### config.mk
export PLATFORM = sky130hd
export DESIGN_NAME = usb_desc_reader
export DESIGN_NICKNAME = d
export VERILOG_FILES = /design/src/rtl/usb_desc_pkg.sv /design/src/rtl/usb_desc_lookup.sv /design/src/rtl/usb_desc_reader.sv
export SDC_FILE = /design/constraint.sdc
export NUM_CORES = 1
export LEC_CHECK = 0
export ABC_AREA = 0
export CORE_MARGIN = 1
export CORE_UTILIZATION = 50
export DETAILED_ROUTE_END_ITERATION = 7
export GPL_ROUTABILITY_DRIVEN = 1
export PLACE_DENSITY = 0.86
export SLEW_MARGIN = 25
export SYNTH_ARGS = -nofsm -noshare
export SYNTH_HDL_FRONTEND = slang
export SYNTH_HIERARCHICAL = 1
export SYNTH_SLANG_ARGS = --single-unit
### constraint.sdc
create_clock -name CLK -period 7.8 [get_ports CLK]
set_input_delay 1.56 -clock CLK [delete_from_list [all_inputs] [get_ports CLK]]
set_output_delay 1.56 -clock CLK [all_outputs]
set_load 0.005 [all_outputs]
### src/rtl/usb_desc_pkg.sv
// Shared definitions for the USB GET_DESCRIPTOR reader: descriptor types,
// FSM state encoding and the legality check for the control max packet size.
package usb_desc_pkg;

  // bDescriptorType values handled by the reader
  localparam logic [7:0] DEV   = 8'd1;
  localparam logic [7:0] CFG   = 8'd2;
  localparam logic [7:0] STR   = 8'd3;
  localparam logic [7:0] QUAL  = 8'd6;
  localparam logic [7:0] OSCFG = 8'd7;

  // The language-ID string descriptor always carries exactly one LANGID
  localparam logic [15:0] STRLANG_LEN = 16'd4;

  typedef enum logic [2:0] {
    S_IDLE,
    S_LOOKUP,
    S_SEND,
    S_PKT_WAIT,
    S_ZLP,
    S_ZLP_WAIT
  } usb_desc_state_e;

  // Control endpoint 0 only allows these max packet sizes
  function automatic bit maxpkt_legal(input int mp);
    return (mp == 8) || (mp == 16) || (mp == 32) || (mp == 64);
  endfunction

endpackage

### src/rtl/usb_desc_lookup.sv
// Combinational descriptor table lookup: maps descriptor type/index to the
// ROM base address and stored length, or flags the request as unsupported.
module usb_desc_lookup
  import usb_desc_pkg::*;
#(
  parameter int HSSUPPORT = 0
) (
  input  logic [7:0]  desc_type,
  input  logic [7:0]  desc_index,
  input  logic        hs_mode,
  input  logic        have_strings,
  input  logic [15:0] dev_addr,
  input  logic [15:0] qual_addr,
  input  logic [15:0] fscfg_addr,
  input  logic [15:0] hscfg_addr,
  input  logic [15:0] oscfg_addr,
  input  logic [15:0] strlang_addr,
  input  logic [15:0] strvendor_addr,
  input  logic [15:0] strproduct_addr,
  input  logic [15:0] strserial_addr,
  input  logic [15:0] dev_len,
  input  logic [15:0] qual_len,
  input  logic [15:0] fscfg_len,
  input  logic [15:0] hscfg_len,
  input  logic [15:0] strvendor_len,
  input  logic [15:0] strproduct_len,
  input  logic [15:0] strserial_len,
  output logic [15:0] base,
  output logic [15:0] len,
  output logic        stall
);

  // Table select; a zero-length entry means the descriptor is absent
  always_comb begin
    base  = '0;
    len   = '0;
    stall = 1'b0;
    case (desc_type)
      DEV: begin
        base = dev_addr;
        len  = dev_len;
      end
      CFG: begin
        base = hs_mode ? hscfg_addr : fscfg_addr;
        len  = hs_mode ? hscfg_len  : fscfg_len;
      end
      STR: begin
        stall = !have_strings;
        case (desc_index)
          8'd0: begin base = strlang_addr;    len = STRLANG_LEN;    end
          8'd1: begin base = strvendor_addr;  len = strvendor_len;  end
          8'd2: begin base = strproduct_addr; len = strproduct_len; end
          8'd3: begin base = strserial_addr;  len = strserial_len;  end
          default: stall = 1'b1;
        endcase
      end
      QUAL: begin
        base  = qual_addr;
        len   = qual_len;
        stall = (HSSUPPORT == 0);
      end
      OSCFG: begin
        // Other-speed config is the config of the speed we are not running at;
        // its image lives at its own ROM address, its length is the opposite one
        base  = oscfg_addr;
        len   = hs_mode ? fscfg_len : hscfg_len;
        stall = (HSSUPPORT == 0);
      end
      default: stall = 1'b1;
    endcase
    if (len == 16'd0) stall = 1'b1;
  end

endmodule

### src/rtl/usb_desc_reader.sv
// GET_DESCRIPTOR engine: looks up a descriptor, streams min(wLength, length)
// bytes from ROM in MAXPKT-sized packets, and requests a trailing ZLP when a
// short transfer ends exactly on a packet boundary.
// Handshake: a byte transfers on a rising CLK edge where o_tx_valid and
// i_tx_ready are both high; o_tx_data/o_tx_last hold while o_tx_valid is high
// and i_tx_ready is low. Requests are taken when i_req_valid and o_req_ready
// are both high.
module usb_desc_reader
  import usb_desc_pkg::*;
#(
  parameter int MAXPKT    = 64,
  parameter int HSSUPPORT = 0
) (
  input  logic            CLK,
  input  logic            RESET_N,
  input  logic            i_req_valid,
  output logic            o_req_ready,
  input  logic [7:0]      i_desc_type,
  input  logic [7:0]      i_desc_index,
  input  logic [15:0]     i_wlength,
  input  logic            i_hs_mode,
  input  logic            i_abort,
  input  logic [15:0]     i_desc_dev_addr,
  input  logic [15:0]     i_desc_qual_addr,
  input  logic [15:0]     i_desc_fscfg_addr,
  input  logic [15:0]     i_desc_hscfg_addr,
  input  logic [15:0]     i_desc_oscfg_addr,
  input  logic [15:0]     i_desc_strlang_addr,
  input  logic [15:0]     i_desc_strvendor_addr,
  input  logic [15:0]     i_desc_strproduct_addr,
  input  logic [15:0]     i_desc_strserial_addr,
  input  logic [15:0]     i_desc_dev_len,
  input  logic [15:0]     i_desc_qual_len,
  input  logic [15:0]     i_desc_fscfg_len,
  input  logic [15:0]     i_desc_hscfg_len,
  input  logic [15:0]     i_desc_strvendor_len,
  input  logic [15:0]     i_desc_strproduct_len,
  input  logic [15:0]     i_desc_strserial_len,
  input  logic            i_descrom_have_strings,
  output logic [15:0]     o_descrom_raddr,
  input  logic [7:0]      i_descrom_rdat,
  output logic [7:0]      o_tx_data,
  output logic            o_tx_valid,
  input  logic            i_tx_ready,
  output logic            o_tx_last,
  output logic            o_tx_zlp,
  input  logic            i_pkt_done,
  output logic            o_stall,
  output logic            o_busy,
  output usb_desc_state_e o_dbg_state
);

  if (!maxpkt_legal(MAXPKT)) begin : g_bad_maxpkt
    $error("usb_desc_reader: MAXPKT must be 8, 16, 32 or 64");
  end

  localparam logic [6:0]  PKT_LAST = 7'(MAXPKT - 1);
  localparam logic [15:0] PKT_MASK = 16'(MAXPKT - 1);

  usb_desc_state_e state_q, state_d;
  logic [7:0]  type_q, index_q, tx_data_q;
  logic [15:0] wlen_q, base_q, xfer_q, off_q, raddr_q;
  logic [6:0]  pkt_q;
  logic        hs_q, tx_valid_q, stall_q;
  logic [15:0] lk_base, lk_len, xfer_c, load_off;
  logic        lk_stall, accept, last, more, zlp_due;
  logic [7:0]  load_byte;

  usb_desc_lookup #(.HSSUPPORT(HSSUPPORT)) u_lookup (
    .desc_type       (type_q),
    .desc_index      (index_q),
    .hs_mode         (hs_q),
    .have_strings    (i_descrom_have_strings),
    .dev_addr        (i_desc_dev_addr),
    .qual_addr       (i_desc_qual_addr),
    .fscfg_addr      (i_desc_fscfg_addr),
    .hscfg_addr      (i_desc_hscfg_addr),
    .oscfg_addr      (i_desc_oscfg_addr),
    .strlang_addr    (i_desc_strlang_addr),
    .strvendor_addr  (i_desc_strvendor_addr),
    .strproduct_addr (i_desc_strproduct_addr),
    .strserial_addr  (i_desc_strserial_addr),
    .dev_len         (i_desc_dev_len),
    .qual_len        (i_desc_qual_len),
    .fscfg_len       (i_desc_fscfg_len),
    .hscfg_len       (i_desc_hscfg_len),
    .strvendor_len   (i_desc_strvendor_len),
    .strproduct_len  (i_desc_strproduct_len),
    .strserial_len   (i_desc_strserial_len),
    .base            (lk_base),
    .len             (lk_len),
    .stall           (lk_stall)
  );

  // raddr_q always points at the next byte to fetch (one ahead of o_tx_data),
  // so a byte can be reloaded on every accepted transfer. In LOOKUP the base
  // is presented directly so byte 0 is registered on the LOOKUP exit edge.
  assign xfer_c          = (wlen_q < lk_len) ? wlen_q : lk_len;
  assign accept          = tx_valid_q & i_tx_ready;
  assign last            = tx_valid_q & ((pkt_q == PKT_LAST) | (off_q == xfer_q - 16'd1));
  assign more            = off_q < xfer_q;
  assign zlp_due         = (xfer_q < wlen_q) && ((xfer_q & PKT_MASK) == 16'd0);
  assign load_off        = raddr_q - base_q;
  assign load_byte       = ((type_q == OSCFG) && (load_off == 16'd1)) ? 8'h07 : i_descrom_rdat;
  assign o_descrom_raddr = (state_q == S_LOOKUP) ? lk_base : raddr_q;
  assign o_tx_data       = tx_data_q;
  assign o_tx_valid      = tx_valid_q;
  assign o_tx_last       = last;
  assign o_stall         = stall_q;

  // State register
  always_ff @(posedge CLK) begin
    if (!RESET_N) state_q <= S_IDLE;
    else          state_q <= state_d;
  end

  // Next-state decode and state-derived outputs; abort overrides everything
  always_comb begin
    state_d     = state_q;
    o_req_ready = (state_q == S_IDLE);
    o_busy      = (state_q != S_IDLE);
    o_tx_zlp    = (state_q == S_ZLP) && !i_abort;
    o_dbg_state = state_q;
    if (i_abort) begin
      state_d = S_IDLE;
    end else begin
      case (state_q)
        S_IDLE:     if (i_req_valid) state_d = S_LOOKUP;
        S_LOOKUP: begin
          if (lk_stall)             state_d = S_IDLE;
          else if (xfer_c == 16'd0) state_d = S_ZLP;
          else                      state_d = S_SEND;
        end
        S_SEND:     if (accept && last) state_d = S_PKT_WAIT;
        S_PKT_WAIT: if (i_pkt_done) state_d = more ? S_SEND : (zlp_due ? S_ZLP : S_IDLE);
        S_ZLP:      state_d = S_ZLP_WAIT;
        S_ZLP_WAIT: if (i_pkt_done) state_d = S_IDLE;
        default:    state_d = S_IDLE;
      endcase
    end
  end

  // Request latch, transfer counters and the output byte register
  always_ff @(posedge CLK) begin
    if (!RESET_N) begin
      type_q     <= '0;
      index_q    <= '0;
      wlen_q     <= '0;
      hs_q       <= 1'b0;
      base_q     <= '0;
      xfer_q     <= '0;
      off_q      <= '0;
      pkt_q      <= '0;
      raddr_q    <= '0;
      tx_data_q  <= '0;
      tx_valid_q <= 1'b0;
      stall_q    <= 1'b0;
    end else begin
      stall_q <= 1'b0;
      if (i_abort) begin
        tx_valid_q <= 1'b0;
        pkt_q      <= '0;
      end else begin
        case (state_q)
          S_IDLE: begin
            if (i_req_valid) begin
              type_q  <= i_desc_type;
              index_q <= i_desc_index;
              wlen_q  <= i_wlength;
              hs_q    <= i_hs_mode;
            end
          end
          S_LOOKUP: begin
            off_q  <= '0;
            pkt_q  <= '0;
            base_q <= lk_base;
            xfer_q <= xfer_c;
            if (lk_stall) begin
              stall_q <= 1'b1;
            end else if (xfer_c != 16'd0) begin
              tx_data_q  <= i_descrom_rdat;
              tx_valid_q <= 1'b1;
              raddr_q    <= lk_base + 16'd1;
            end
          end
          S_SEND: begin
            if (accept) begin
              off_q <= off_q + 16'd1;
              pkt_q <= pkt_q + 7'd1;
            end
            if (accept && last) begin
              tx_valid_q <= 1'b0;
            end else if (!tx_valid_q || accept) begin
              tx_data_q  <= load_byte;
              tx_valid_q <= 1'b1;
              raddr_q    <= raddr_q + 16'd1;
            end
          end
          S_PKT_WAIT: if (i_pkt_done) pkt_q <= '0;
          default: ;
        endcase
      end
    end
  end

endmodule

==> impl_metrics.csv <==
group,metric,value,unit
outcome,status,"finished, final reports clean",
cells_and_area,fin_nets,2035,
critical_path,critPathSlowestCell,"nand2_1",
synthesis,synthArstFlopShare,0,%
clock_tree,clk_pin_slew_worst_paths,0.06,ns
global_routing,grtUsageTotal,37.11,%
detailed_routing,dr.pass1.iters,6,
clock_tree,cts-hold-fix-buffers,0,
timing,fin_setup_tns,0,ns
synthesis,synth-edff-count,0,
clock_tree,clk_path_buf_depth,2,
clock_tree,clk_latency,0.43,ns
cells_and_area,area_growth,37.87,%
global_routing,gr-total-overflow,0,
global_routing,grt_max_degree,51,
critical_path,path_max_fanout,32,
floorplanning,initial_core_util,51.44,%
synthesis,ys_seq_area_share,22.29,%
global_routing,antenna_found_initial,0,
synthesis,netlist_area,10510,um^2
critical_path,path_delay_family,"compound AO/OA/AOI/OAI gates",
min_path,hold_class,"register to register",
detailed_routing,wire_per_inst,20.69,um
critical_path,crit_type,"register to register",
synthesis,yosysWarnings,6,
timing,final_max_slew_viol_count,0,
clock_tree,ctsResizeCount,0,
cells_and_area,fillers,1664,
cells_and_area,drive_above_1_share,7.335,%
critical_path,critical_path.max_stage_delay,0.69,ns
synthesis,ys_seq_elements,117,
detailed_routing,vias_per_cell,6.302,
critical_path,arrival,5.94,ns
critical_path,crit_buf_inv,2,
timing,max_freq,177.5,MHz
timing,rsz0062_at_grt,"no",
floorplanning,die_h,147.0,um
floorplanning,core-area,20430,um^2
floorplanning,die_area,21600,um^2
critical_path,cp_cell_sequence,"nor4_1, nand2_1, o22ai_1, a221oi_1, o21ai_0, inv_1, ha_1, nand4_1, o311a_1, o221ai_2, buf_4, mux2i_1, nand2b_1, o22ai_1, a31o_2, o2bb2ai_1",
job,maxCapViolations,0,
synthesis,synth_cell_types,95,
clock_tree,cts_htree_levels,4,
synthesis,synth_flop_cell,"dfxtp_1",
synthesis,synthTopCellsByArea,"dfxtp_1 22%, ha_1 7.7%, nand2_1 7.3%",
timing,finalCritPeriodShare,72.21,%
cells_and_area,multiInputGateArea,7457,um^2
detailed_routing,drc,0,
clock_tree,cts_buffers,17,
synthesis,avgSynthCellArea,7.615,um^2
detailed_routing,vias,12270,
placement,gp_congestion,0.9455,
cells_and_area,final_util,70.92,%
detailed_routing,first_iter_violations,1013,
critical_path,cp-start-kind,"register",
timing,final.min_clock_period,5.632,ns
floorplanning,rows,52,
floorplanning,die_w,147.0,um
timing,finalHoldViolations,0,
cells_and_area,seqCellArea,2345,um^2
power,leakagePower,5.342,nW
timing,fin_skew,0.009669,ns
critical_path,cp-end-kind,"register",
synthesis,synth_top_cell_area_share,22.29,%
synthesis,synthesis.nets,1750,
global_routing,grt_pass1_wl,62850,um
cells_and_area,n_antenna_cell,0,
power,max-vdd-ir-drop,0.1045,mV
global_routing,grt_pass1_vias,12070,
synthesis,synth_largest_area_cell,"dfxtp_1",
critical_path,required,8.11,ns
timing,relSlewSlack,31.17,%
placement,dp_hpwl,31290,um
synthesis,syn-instance-count,1380,
critical_path,crit_top_cell,"o22ai_1",
placement,io_buffers,336,
clock_tree,cts_root_buffer,"clkbuf_16",
timing,tightest_slew,1.029,ns
detailed_routing,drtAntennaViolNets,0,
power,power_density,127.1,nW/um^2
clock_tree,post_cts_buffers,0,
clock_tree,cts_tree,"yes",
timing,setup_viol,0,
clock_tree,cts.sinks,117,
detailed_routing,wirelength,40280,um
floorplanning,io_pins,337,
==> logic make-up (layout without fill, tap and decap cells) <==
family / count (synthesis) / after routing / share of synthesized area [%]
AOI/OAI and AO/OA: 396 / 396 / 25.32
xor gates and xnor gates: 43 / 43 / 3.584
adders and majority gates: 66 / 66 / 7.930
buffers and inverters: 163 / 460 / 6.894
DFF: 117 / 117 / 22.29
muxes: 77 / 77 / 9.561
and+or+nand+nor: 518 / 518 / 24.42
==> final timing paths <==
path         cells past startpoint  startpoint  slack (ns)          to
max reg2reg                     16   type_q[2]        2.17  raddr_q[7]
max                             16   type_q[2]        2.17  raddr_q[7]
min                              2  index_q[2]        0.46  index_q[2]
min reg2reg                      2  index_q[2]        0.46  index_q[2]
==> state kept, by name (all words and copies together), names as in the netlist <==
signal	flops
o_dbg_state	3
off_q	16
pkt_q	7
type_q	8
hs_q	1
raddr_q	16
wlen_q	16
xfer_q	16
base_q	16
index_q	8
o_tx_data	8
o_tx_valid	1
o_stall	1
==> layout by cell type (no fill, tap or decap), drive strengths merged, types with 27 or more instances in the layout <==
cell type and instances:
mux2 27, nand3 45, o21ai 76, a21oi 99, clkdlybuf4s50 336, o22ai 27
nand2 206, mux2i 34, dfxtp 117, inv 79, ha 65, a22oi 44
nor2 98
==> synth_stat cells (all sizes together) (15+ instances only) <==
master	count
a22oi	44
dfxtp	117
or3	17
inv	79
xnor2	24
clkbuf	56
and3	17
mux2	27
a221oi	15
buf	28
nor2	98
a31oi	16
mux2i	34
nor4	20
nand2	206
xor2	19
a21oi	99
o21ai	76
ha	65
nand4	21
mux4	16
nand3	45
nor3	22
o22ai	27
==> area by class of cell <==
cell class | instances | share of cell area (%)
inverters | 79 | 2.047
flip-flops and latches | 117 | 16.18
clock inverters | 12 | 0.9067
repair buffers | 350 | 23.94
well taps | 270 | 2.332
clock buffers | 19 | 3.126
multi-input cells | 1100 | 51.47
==> metal layers <==
layer  vias to the layer above  part of all wire [%]  GRT usage [%]
met1                      5716                    38          44.28
met2                       719                    48          62.70
met3                       170                   8.3          6.180
li1                       5665                     -              -
met4                         0                   6.0          22.01
met5                         -                     0              0
==> tightest hold or removal path, cell delays in order (launching register included) <==
cell and delay (ns):
dfxtp_1 0.31, nand2_1 0.05, a21oi_1 0.05
==> report_power, final <==
group	switching (mW)	internal, mW
Clock	0.295	0.483
Combinational	0.197	0.241
Sequential	0.0175	0.608
Total	0.510	1.33
==> through the flow <==
stage	area [um^2]	power (mW)	hold WS (ns)	setup WS [ns]	std cells
6_report	14490	1.841	0.4578	2.168	1947
5_1_grt	14490	1.900	0.4878	1.840	1947
4_1_cts	14490	1.834	0.4593	2.265	1947
3_5_place_dp	13900	1.066	0.4512	2.145	1916
3_3_place_gp	13900	1.057	0.4462	2.268	1916
2_1_floorplan	10510	0.8398	0.4330	3.150	1380
Note: power is estimated with default switching activity, not from simulation.
